[src/rtl/fetch_pc_ctrl.sv]
// Fetch PC controller: owns the architectural PC, issues one IMEM request at a time, feeds IF/ID.
// Latency: two cycles per instruction (REQ accept, then WAIT for the response) at best.
// Backpressure: stall holds IF/ID and PC; a response that arrives under stall parks in a 1-entry skid buffer.
//
// Ports:
//   clk, rst_n                      clock / async active-low reset
//   NextPCSrc, br_target            redirect request and target from the branch unit
//   stall                           hazard-unit hold of IF/ID and PC
//   imem_req/addr/ready             request channel (one outstanding)
//   imem_rvalid/rdata               response channel
//   if_valid, if_pc, if_inst        instruction delivered to IF/ID
//   flush_ifid, flush_idex          wrong-path kill, combinational copy of NextPCSrc
module fetch_pc_ctrl #(
  parameter logic [31:0] RESET_PC = 32'h0000_0000,
  parameter logic [31:0] NOP_INST = 32'h0000_0013
) (
  input  logic        clk,
  input  logic        rst_n,
  input  logic        NextPCSrc,
  input  logic [31:0] br_target,
  input  logic        stall,
  output logic        imem_req,
  output logic [31:0] imem_addr,
  input  logic        imem_ready,
  input  logic        imem_rvalid,
  input  logic [31:0] imem_rdata,
  output logic        if_valid,
  output logic [31:0] if_pc,
  output logic [31:0] if_inst,
  output logic        flush_ifid,
  output logic        flush_idex
);

  typedef enum logic [1:0] {S_BOOT, S_REQ, S_WAIT, S_HOLD} state_t;

  state_t      state, state_nxt;
  logic [31:0] pc, pc_nxt;
  logic        kill, kill_nxt;
  logic [31:0] buf_inst, buf_inst_nxt;
  logic [31:0] buf_pc, buf_pc_nxt;
  logic        if_valid_nxt;
  logic [31:0] if_pc_nxt, if_inst_nxt;
  logic        deliver;
  logic [31:0] dlv_pc, dlv_inst;
  logic [31:0] redir_pc;
  logic        unused_tgt_lsbs;

  // Targets are forced to word alignment; the low bits carry no information here.
  assign redir_pc        = {br_target[31:2], 2'b00};
  assign unused_tgt_lsbs = ^br_target[1:0];

  assign imem_addr  = pc;
  assign flush_ifid = NextPCSrc;
  assign flush_idex = NextPCSrc;

  always_ff @(posedge clk or negedge rst_n) begin
    if (!rst_n) begin
      state <= S_BOOT;
    end else begin
      state <= state_nxt;
    end
  end

  always_comb begin
    state_nxt    = state;
    pc_nxt       = pc;
    kill_nxt     = kill;
    buf_inst_nxt = buf_inst;
    buf_pc_nxt   = buf_pc;
    imem_req     = 1'b0;
    deliver      = 1'b0;
    dlv_pc       = pc;
    dlv_inst     = imem_rdata;

    case (state)
      S_BOOT: begin
        state_nxt = S_REQ;
        if (NextPCSrc) pc_nxt = redir_pc;
      end
      S_REQ: begin
        imem_req = 1'b1;
        if (NextPCSrc) pc_nxt = redir_pc;
        if (imem_ready) begin
          state_nxt = S_WAIT;
          // The request just accepted is for the old path; its response must be dropped.
          if (NextPCSrc) kill_nxt = 1'b1;
        end
      end
      S_WAIT: begin
        if (NextPCSrc) begin
          pc_nxt = redir_pc;
          if (imem_rvalid) begin
            kill_nxt  = 1'b0;
            state_nxt = S_REQ;
          end else begin
            kill_nxt = 1'b1;
          end
        end else if (imem_rvalid) begin
          if (kill) begin
            // pc already holds the redirect target.
            kill_nxt  = 1'b0;
            state_nxt = S_REQ;
          end else if (!stall) begin
            deliver   = 1'b1;
            dlv_pc    = pc;
            dlv_inst  = imem_rdata;
            pc_nxt    = pc + 32'd4;
            state_nxt = S_REQ;
          end else begin
            buf_inst_nxt = imem_rdata;
            buf_pc_nxt   = pc;
            state_nxt    = S_HOLD;
          end
        end
      end
      S_HOLD: begin
        if (NextPCSrc) begin
          pc_nxt    = redir_pc;
          state_nxt = S_REQ;
        end else if (!stall) begin
          deliver   = 1'b1;
          dlv_pc    = buf_pc;
          dlv_inst  = buf_inst;
          pc_nxt    = pc + 32'd4;
          state_nxt = S_REQ;
        end
      end
      default: state_nxt = S_BOOT;
    endcase

    // IF/ID update: redirect kills, stall holds, otherwise a bubble unless something is delivered.
    if_valid_nxt = if_valid;
    if_pc_nxt    = if_pc;
    if_inst_nxt  = if_inst;
    if (NextPCSrc) begin
      if_valid_nxt = 1'b0;
      if_inst_nxt  = NOP_INST;
    end else if (deliver) begin
      if_valid_nxt = 1'b1;
      if_pc_nxt    = dlv_pc;
      if_inst_nxt  = dlv_inst;
    end else if (!stall) begin
      if_valid_nxt = 1'b0;
      if_inst_nxt  = NOP_INST;
    end
  end

  always_ff @(posedge clk or negedge rst_n) begin
    if (!rst_n) begin
      pc       <= RESET_PC;
      kill     <= 1'b0;
      buf_inst <= NOP_INST;
      buf_pc   <= 32'h0;
      if_valid <= 1'b0;
      if_pc    <= 32'h0;
      if_inst  <= NOP_INST;
    end else begin
      pc       <= pc_nxt;
      kill     <= kill_nxt;
      buf_inst <= buf_inst_nxt;
      buf_pc   <= buf_pc_nxt;
      if_valid <= if_valid_nxt;
      if_pc    <= if_pc_nxt;
      if_inst  <= if_inst_nxt;
    end
  end

endmodule

[config.mk]
export PLATFORM = sky130hd
export DESIGN_NAME = fetch_pc_ctrl
export DESIGN_NICKNAME = d
export VERILOG_FILES = /design/src/rtl/fetch_pc_ctrl.sv
export SDC_FILE = /design/constraint.sdc
export NUM_CORES = 1
export LEC_CHECK = 0
export ABC_AREA = 1
export BUFFER_PORTS_ARGS = -buffer_cell sky130_fd_sc_hd__clkbuf_2
export CAP_MARGIN = 30
export CORE_ASPECT_RATIO = 0.7
export CORE_MARGIN = 3
export CORE_UTILIZATION = 25
export CTS_BUF_LIST = sky130_fd_sc_hd__clkbuf_8 sky130_fd_sc_hd__clkbuf_16
export DETAILED_ROUTE_END_ITERATION = 8
export HOLD_SLACK_MARGIN = 0.15
export SLEW_MARGIN = 20
export SYNTH_ARGS = -nofsm -noshare
export SYNTH_HDL_FRONTEND = slang
export SYNTH_SLANG_ARGS = --single-unit
[constraint.sdc]
create_clock -name clk -period 2 [get_ports clk]
set_clock_uncertainty 0.1 [all_clocks]
set_input_delay 0.3 -clock clk [delete_from_list [all_inputs] [get_ports clk]]
set_output_delay 0.3 -clock clk [all_outputs]
set_load 0.01 [all_outputs]
Yosys cells after proc, flatten, opt, wreduce, memory -nomap -nowiden
Cells that the tools add are included.
{"block": "totals", "ff_bits": 164, "latch_bits": 0, "ramBits": 0, "mem_bits_ro": 0, "in_bits": 70, "elab_cells": 69, "mem_count": 0}
{"block": "op_classes", "n_addsub": 1, "multipliers": 0, "div": 0, "n_lt_le_gt_ge": 0, "n_eq_ne": 11, "n_shift": 0, "n_mux": 39, "bitwise": 2, "n_reduce_logical": 8}
{"op": "32-bit two-way mux", "count": 13}
{"op": "32-bit one-hot mux with 3 select lines", "count": 1}
{"op": "32-bit by 3-bit adder with 32-bit output (second input constant)", "count": 1}
{"op": "2-bit two-way mux", "count": 8}
{"op": "1-bit two-way mux", "count": 14}
{"op": "3-bit != test (second input constant)", "count": 3}
{"op": "2-bit one-hot mux with 4 select lines", "count": 1}
{"op": "4-bit AND reduction", "count": 2}
{"op": "2-bit != test (second input constant)", "count": 3}
{"op": "3-bit AND reduction", "count": 2}
{"op": "2-bit equality test (second input constant)", "count": 2}
{"op": "1-bit one-hot mux with 2 select lines", "count": 2}
{"op": "3-bit by 2-bit != test with 1-bit output (second input constant)", "count": 1}
{"op": "2-bit by 1-bit equality test with 1-bit output (second input constant)", "count": 1}
{"op": "2-bit zero test", "count": 1}
{"op": "2-bit by 1-bit != test with 1-bit output (second input constant)", "count": 1}
{"op": "1-bit inverter", "count": 2}
{"op": "2-bit AND reduction", "count": 1}
{"op": "2-bit nonzero test", "count": 1}
{"op": "2-bit OR reduction", "count": 1}

Logic depth before layout (Yosys ltp)
Gate-level depths: netlist of the first run.
{"block": "logic_depth", "ltp_word": 7, "mapped_depth": 11, "depth_no_buf": 11}

Least setup slack after synthesis of the first run
OpenSTA, ideal clock, no wires.
{"block": "synth_path", "path_kind": "flip-flop to flip-flop", "from": "register state[0]", "to": "register pc[9] (netlist: imem_addr[9])", "arrival_time_ps": 1462, "required_time_ps": 1777, "slack_ps": 314, "stages_incl_launch_ff": 9, "n_path_buf": 1, "cell_sequence": "dfrtp_1 > inv_1 > ha_1 > nor2_2 > nor2_4 > buf_4 > or2_2 > a21oi_1 > a21oi_1"}
{"block": "synth_via", "elab_chain_cells": 4}
{"element": "start, declared", "line": "36", "source": "state_t state, state_nxt;"}
{"element": "start signal, assigned", "line": "60", "source": "state <= state_nxt;"}
{"element": "2-bit by 1-bit equality test with 1-bit output / 2-bit zero test (equally long branches)", "line": "75", "source": "case (state)"}
{"element": "2-bit OR reduction (no source line)"}
{"element": "2-bit by 1-bit != test with 1-bit output (no source line)"}
{"element": "3-bit AND reduction (no source line)"}
{"element": "end signal, assigned", "line": "158", "source": "pc <= pc_nxt;"}
{"element": "end, declared", "line": "37", "source": "logic [31:0] pc, pc_nxt;"}
Parallel ways exist; a longest one is shown, timed or not.
A chain may end at the register's enable or synchronous reset.

Worst setup path in the final report of the first run
{"block": "layout_path", "from": "register state[1]", "to": "register pc[9] (netlist: imem_addr[9])"}
The elaborated chain is that of the path after synthesis.

==> results of run 1 <==
placed cells by master (no fill, tap or decap), drive strengths merged, types with 5 or more instances in the layout:
cell and n:
o22ai 6, clkinv 5, ha 5, a21oi 44, buf 33, dlygate4sd3 60, dfstp 6, nor2 120
o21ai 118, a22o 29, o21a 24, nand2 279, nand3 39, dfrtp 156, clkbuf 184, inv 95
per-layer routing:
layer | vias up | GRT usage [%]
li1 | 3679 | -
met1 | 3513 | 22.9
met2 | 163 | 20.8
met3 | 15 | 4.69
met4 | 0 | 4.23
met5 | - | 0
worst max-delay path, delay by kind of cell, from the launching register on:
kind                       cells  cell delay [ns]
AOI/OAI and AO/OA              2             0.21
buffers and inverters          2             0.32
and+or+nand+nor                3             0.48
DFF                            1             0.44
adders and majority gates      1             0.22
where the power goes:
group	switching [uW]	internal [uW]	total, uW	leakage, uW
sequential	981	4340	5320	0.00196
combinational	3160	1930	5090	0.00314
clock	1510	1760	3270	0.000281
total	5650	8030	13700	0.00538
timing repair:
item / 4_1_cts / 5_1_grt
setup buffers: 0 / 5
setup endpoints to repair: 0 / 80
hold buffers: 60 / 0
hold endpoints to repair: 253 / 0
resized for setup: 0 / 5
state kept, by name, indices dropped and copies added (netlist names):
signal     count
buf_inst      32
buf_pc        32
if_inst       32
if_pc         32
if_valid       1
imem_addr     30
kill           1
state          2
kinds of logic after synthesis:
logic type	synth area share (%)
DFF	50.7
muxes	1.06
xor gates and xnor gates	0.109
buffers and inverters	8.12
other	0.0468
and+or+nand+nor	22.8
AOI/OAI and AO/OA	16.4
adders and majority gates	0.781
final cells by class:
| class | instances | area share, % |
|---|---|---|
| Timing Repair Buffer | 260 | 17.7 |
| Multi-Input combinational cell | 692 | 31.1 |
| Sequential cell | 162 | 37.9 |
| Inverter | 88 | 3.10 |
| Tap cell | 420 | 4.90 |
| Clock inverter | 15 | 1.37 |
| Clock buffer | 17 | 3.97 |
per-stage QoR:
step	instance area, sq um	setup WS (ns)	total power, uW	cells	hold WS (ns)
floorplan	8010	0.314	8070	995	-0.0956
global placement	9420	0.0804	10200	1554	0.0870
detailed placement	9420	0.0164	10300	1554	0.0843
CTS	10600	0.00875	13800	1646	0.152
global route	10700	0.00383	14800	1654	0.162
finish	10700	0.119	13700	1654	0.172
final timing paths:
kind	from	endpoint	slack [ns]	cells after the start
worst max-delay path	state[1]$_DFFE_PN0P_	imem_addr[9]$_DFFE_PN0P_	0.12	8
worst min-delay path	br_target[20]	imem_addr[20]$_DFFE_PN0P_	0.17	6
worst max register to register	state[1]$_DFFE_PN0P_	imem_addr[9]$_DFFE_PN0P_	0.12	8
worst min register to register	buf_inst[4]$_DFFE_PN1P_	buf_inst[4]$_DFFE_PN1P_	0.37	2
max in group asynchronous	rst_n	buf_pc[3]$_DFFE_PN0P_	0.92	3
min in group asynchronous	rst_n	buf_inst[8]$_DFFE_PN0P_	0.21	2
==> metrics.cfg, run 1 <==
[run_status]
status = complete, no violations

[timing]
fin_crit_ns = 1.88
setup_violations = 0
hold_viol_final = 0
finalMaxSlewViolations = 0
tns_ns = 0
period_share_pct = 94.1
fmax_mhz = 532
rsz0062_at_grt = no

[synth]
ys_top_cells_by_area = dfrtp_1 (49%), nand2_1 (13%), o21ai_0 (5.8%)
synth_edf_count = 0
yosys_warnings = 0
synth.most_common_cell = nand2_1
syn_area_per_cell_sq_um = 8.06
ys_ff_latch = 162
netlist_area_sq_mm = 0.00801
ys_dominant_reg_cell = dfrtp_1
netlist_instances = 994
synth.largest_area_cell = dfrtp_1
synthArstFlopShare_pct = 100
yosysSeqAreaShare_pct = 50.7
ys_types = 36
yosys-top-cells-count = nand2_1 (274), dfrtp_1 (156), nor2_1 (112)
yosys.area.top_type_share_pct = 48.7

[final_layout]
drive_gt1_share_pct = 21.8
seq_area_sq_mm = 0.00406
n_antenna_cell = 0
syn_to_final_growth_pct = 33.9
multi_input_area_sq_mm = 0.00333
fillCellCount = 3308
fin_nets = 1296
finish.utilization_pct = 34.2

[floorplanning]
core_area_sq_mm = 0.0314
dieArea_sq_mm = 0.0343
die_w_um = 220
dieHeight_um = 156
io_pins = 170
rows = 54
initial_core_util_pct = 25.6

[setup_path]
crit_slowest_cell = dfrtp_1
cp_common_cell = a21oi_1
crit_required_ns = 2.21
cp-start-kind = flip-flop
cp.arrival_ns = 2.09
slowest_delay_ns = 0.44
criticalPathCategory = reg -> reg
cp-end-kind = flip-flop
crit_chain = ha_2, nor2_2, nor2_4, buf_4, buf_12, or2_2, a21oi_1, a21oi_1
crit_fanout = 18

[clock_network]
clockBufferDepth = 2
cts_tree = yes
clk_pin_slew_worst_paths_ns = 0.07
cts.sink_count = 162
cts_made_buffers = 17
htree_levels = 4
clockRootBuffer = clkbuf_16
clock_latency_ns = 0.43

[grt]
grt_pass1_vias = 7093
track_usage_pct = 15.2
grt_max_degree = 72
gr-total-overflow = 0
grt_first_pass_wirelength_um = 40300
antenna_found_initial = 0

[placed_design]
gp_congestion = 0.886
port_buffers = 165
hpwl_um = 18600

[drt]
dr.pass1.iters = 5
vias_per_cell = 4.46
routed_wl_um = 26000
drtAntennaViolNets = 0
drt-met1-wl_um = 13400
wl_met2_um = 10700
drtIter0Drc = 588
drc = 0
wire_per_inst_um = 15.7
top_layer_used = met4
route.vias.total = 7370
met3_length_um = 1560

[power]
ir_drop_v = 0.000633
powerDensity_mw_per_mm2 = 1280
p_leak_uw = 0.00538

[job]
cap_violations = 0

[min_path]
hold_class = in -> reg

(Power assumes the default switching activity.)
==> run 2: changes to the inputs <==
==> constraint.sdc (replaced) <==
create_clock -name clk -period 1.61 [get_ports clk]
set_clock_uncertainty 0.1 [all_clocks]
set_input_delay 0.2415 -clock clk [delete_from_list [all_inputs] [get_ports clk]]
set_output_delay 0.2415 -clock clk [all_outputs]
set_load 0.01 [all_outputs]
==> metrics.cfg, run 2 (synthesis gave the netlist of run 1 again) <==
[setup_path]
criticalPathCategory = reg -> reg  ; unchanged
crit_chain = buf_4, ha_4, nor2_4, nor2_4, nand2_2, nand3_4, buf_6, buf_6, nand2_1, nand2_1  ; was ha_2, nor2_2, nor2_4, buf_4, buf_12, or2_2, a21oi_1, a21oi_1
cp-start-kind = flip-flop  ; unchanged
timing.rr.end = imem_addr[31]$_DFFE_PN0P_  ; was imem_addr[9]$_DFFE_PN0P_
crit_required_ns = 1.83  ; was 2.21 ns
cp.arrival_ns = 2.07  ; was 2.09 ns
cp-end-kind = flip-flop  ; unchanged
worstRegToRegCells = 10  ; was 8
critPathBufInv = 3  ; was 2
crit_fanout = 8  ; was 18
r2r-start = state[0]$_DFFE_PN0P_  ; was state[1]$_DFFE_PN0P_
path_delay_family = simple AND/OR/NAND/NOR gates  ; unchanged
r2r_setup_slack_ns = -0.23  ; was 0.12 ns
crit_slowest_cell = dfrtp_1  ; unchanged
slowest_delay_ns = 0.40  ; was 0.44 ns

[clock_network]
clock_latency_ns = 0.43  ; about the same
cts_tree = yes  ; unchanged
cts_made_buffers = 17  ; unchanged
cts.sink_count = 162  ; unchanged
clockRootBuffer = clkbuf_16  ; unchanged
htree_levels = 4  ; unchanged
clk_pin_slew_worst_paths_ns = 0.07  ; about the same
clockBufferDepth = 2  ; unchanged

[timing]
setup_violations = 156  ; was 0
period_share_pct = 114  ; was 94.1%
hold_viol_final = 0  ; unchanged
finalMaxSlewViolations = 0  ; unchanged
whs_ns = 0.120  ; was 0.172 ns
fin_ws_ns = -0.232  ; was 0.119 ns
fin_crit_ns = 1.84  ; was 1.88 ns
fmax_mhz = 543  ; was 532 MHz
rsz0062_at_grt = yes  ; was no

[run_status]
violations = negative setup slack
status = finished, violations left  ; was complete, no violations

[floorplanning]
initial_core_util_pct = 25.6  ; unchanged
io_pins = 170  ; unchanged
dieArea_sq_mm = 0.0343  ; unchanged
dieHeight_um = 156  ; unchanged
rows = 54  ; unchanged
core_area_sq_mm = 0.0314  ; unchanged
die_w_um = 220  ; unchanged

[drt]
drtIter0Drc = 827  ; was 588
routed_wl_um = 32700  ; was 26,000 um
dr.pass1.iters = 8  ; was 5
vias_per_cell = 4.71  ; was 4.46
route.vias.total = 8368  ; was 7,370
wire_per_inst_um = 18.4  ; was 15.7 um
drc = 0  ; unchanged
drtAntennaViolNets = 0  ; unchanged

[power]
pwr-share-clk_pct = 21.0  ; was 23.9%
ir_drop_v = 0.000757  ; was 0.000633 V
combPwrFrac_pct = 46.9  ; was 37.2%
p_seq_share_pct = 32.2  ; was 38.9%
p_sw_share_pct = 40.9  ; was 41.3%
internal_power_uw = 11800  ; was 8030 uW
p_leak_uw = 0.00639  ; was 0.00538 uW
switching_power_uw = 8190  ; was 5650 uW
powerDensity_mw_per_mm2 = 1520  ; was 1280 mW/mm^2

[final_layout]
final_common_cell = nand2_1  ; unchanged
seq_area_sq_mm = 0.00406  ; about the same
n_antenna_cell = 0  ; unchanged
fin_nets = 1421  ; was 1,296
fillCellCount = 3088  ; was 3,308
drive_gt1_share_pct = 38.7  ; was 21.8%
multi_input_area_sq_mm = 0.00404  ; was 0.00333 sq mm
syn_to_final_growth_pct = 64.2  ; was 33.9%
final_cell_mix = nand2_1 (243), clkbuf_2 (164), dfrtp_1 (154)  ; was nand2_1 (274), clkbuf_2 (164), dfrtp_1 (156)

[grt]
grt_max_degree = 51  ; was 72
grt_first_pass_wirelength_um = 45500  ; was 40,300 um
gr-total-overflow = 0  ; unchanged
antenna_found_initial = 0  ; unchanged
grt_pass1_vias = 7898  ; was 7,093
track_usage_pct = 17.2  ; was 15.2%

[placed_design]
pre_cts_ws_ns = -0.242  ; was 0.0164 ns
gp_congestion = 0.846  ; was 0.886
hpwl_um = 19300  ; was 18,600 um
port_buffers = 165  ; unchanged

[min_path]
hold_class = in -> async  ; was in -> reg

[job]
cap_violations = 0  ; unchanged

-- run 2: cell count changes in the layout (fill, tap and decap cells not counted), moves of 16 or more --
cell | previous run | this run
nor2_1 | 111 | 72
buf_4 | 20 | 70
buf_6 | 1 | 27
nor2_4 | 4 | 33
o21ai_1 | 25 | 71
o21ai_2 | 0 | 16
o21ai_0 | 93 | 27
nand2_1 | 274 | 243
a21oi_1 | 44 | 14
nand2_2 | 4 | 33
a21oi_2 | 0 | 29
-- run 2: through the flow --
step / cell area, sq um / setup TNS [ns] / power, uW / std cells / util, %
2_1_floorplan: 8040 / 0 / 10100 / 995 / -
3_3_place_gp: 9930 / -20.17 / 13500 / 1614 / 31.7
3_5_place_dp: 9930 / -23.69 / 13700 / 1614 / 31.7
4_1_cts: 12100 / -15.20 / 18700 / 1744 / 38.6
5_1_grt: 13200 / -34.62 / 21300 / 1778 / 42.0
6_report: 13200 / -24.28 / 20000 / 1778 / 42.0
-- run 2: power groups by stage --
stage	Sequential (uW)	Combinational, uW	Clock, uW
2_1_floorplan	6670	3390	0
6_report	6440	9390	4210
4_1_cts	6320	8030	4300
5_1_grt	6600	10300	4450
3_5_place_dp	6370	7310	0
3_3_place_gp	6340	7200	0
-- run 2: final cells by class --
type	instances	share of cell area, %
Clock buffer	18	3.34
Clock inverter	13	1.15
Inverter	88	2.79
Multi-Input combinational cell	693	30.7
Sequential cell	162	30.9
Tap cell	420	4.00
Timing Repair Buffer	381	26.9
Timing Repair inverter	3	0.219
-- run 2: per-layer routing --
layer | vias up | global-route usage [%] | share of wire [%]
li1 | 3947 | - | -
met1 | 4107 | 26.2 | 49
met2 | 272 | 24.5 | 44
met3 | 42 | 3.68 | 5.6
met4 | 0 | 4.53 | 1.7
met5 | - | 0 | 0
-- run 2: timing repair --
item / 4_1_cts / 5_1_grt
resized for setup: 143 / 182
cloned: 16 / 23
endpoints found under the hold margin: 257 / 1
hold buffers: 64 / 1
buffers inserted: 20 / 18
pin swaps: 14 / 18
endpoints found under the setup margin: 160 / 174
-- run 2: worst max path at each step --
stage,cells after the start,to,from
detailed placement,9,buf_inst[15]$_DFFE_PN0P_,state[0]$_DFFE_PN0P_
global route,10,imem_addr[23]$_DFFE_PN0P_,state[0]$_DFFE_PN0P_
CTS,8,imem_addr[9]$_DFFE_PN0P_,state[0]$_DFFE_PN0P_
finish,10,imem_addr[31]$_DFFE_PN0P_,state[0]$_DFFE_PN0P_
floorplan,8,imem_addr[9]$_DFFE_PN0P_,state[0]$_DFFE_PN0P_
global placement,9,buf_inst[25]$_DFFE_PN0P_,state[0]$_DFFE_PN0P_
-- run 2: worst register-to-register path, cell delays in order, from the launching register on --
cell	delay (ns)
dfrtp_1	0.40
buf_4	0.15
ha_4	0.18
nor2_4	0.13
nor2_4	0.08
nand2_2	0.10
nand3_4	0.18
buf_6	0.19
buf_6	0.13
nand2_1	0.06
nand2_1	0.05
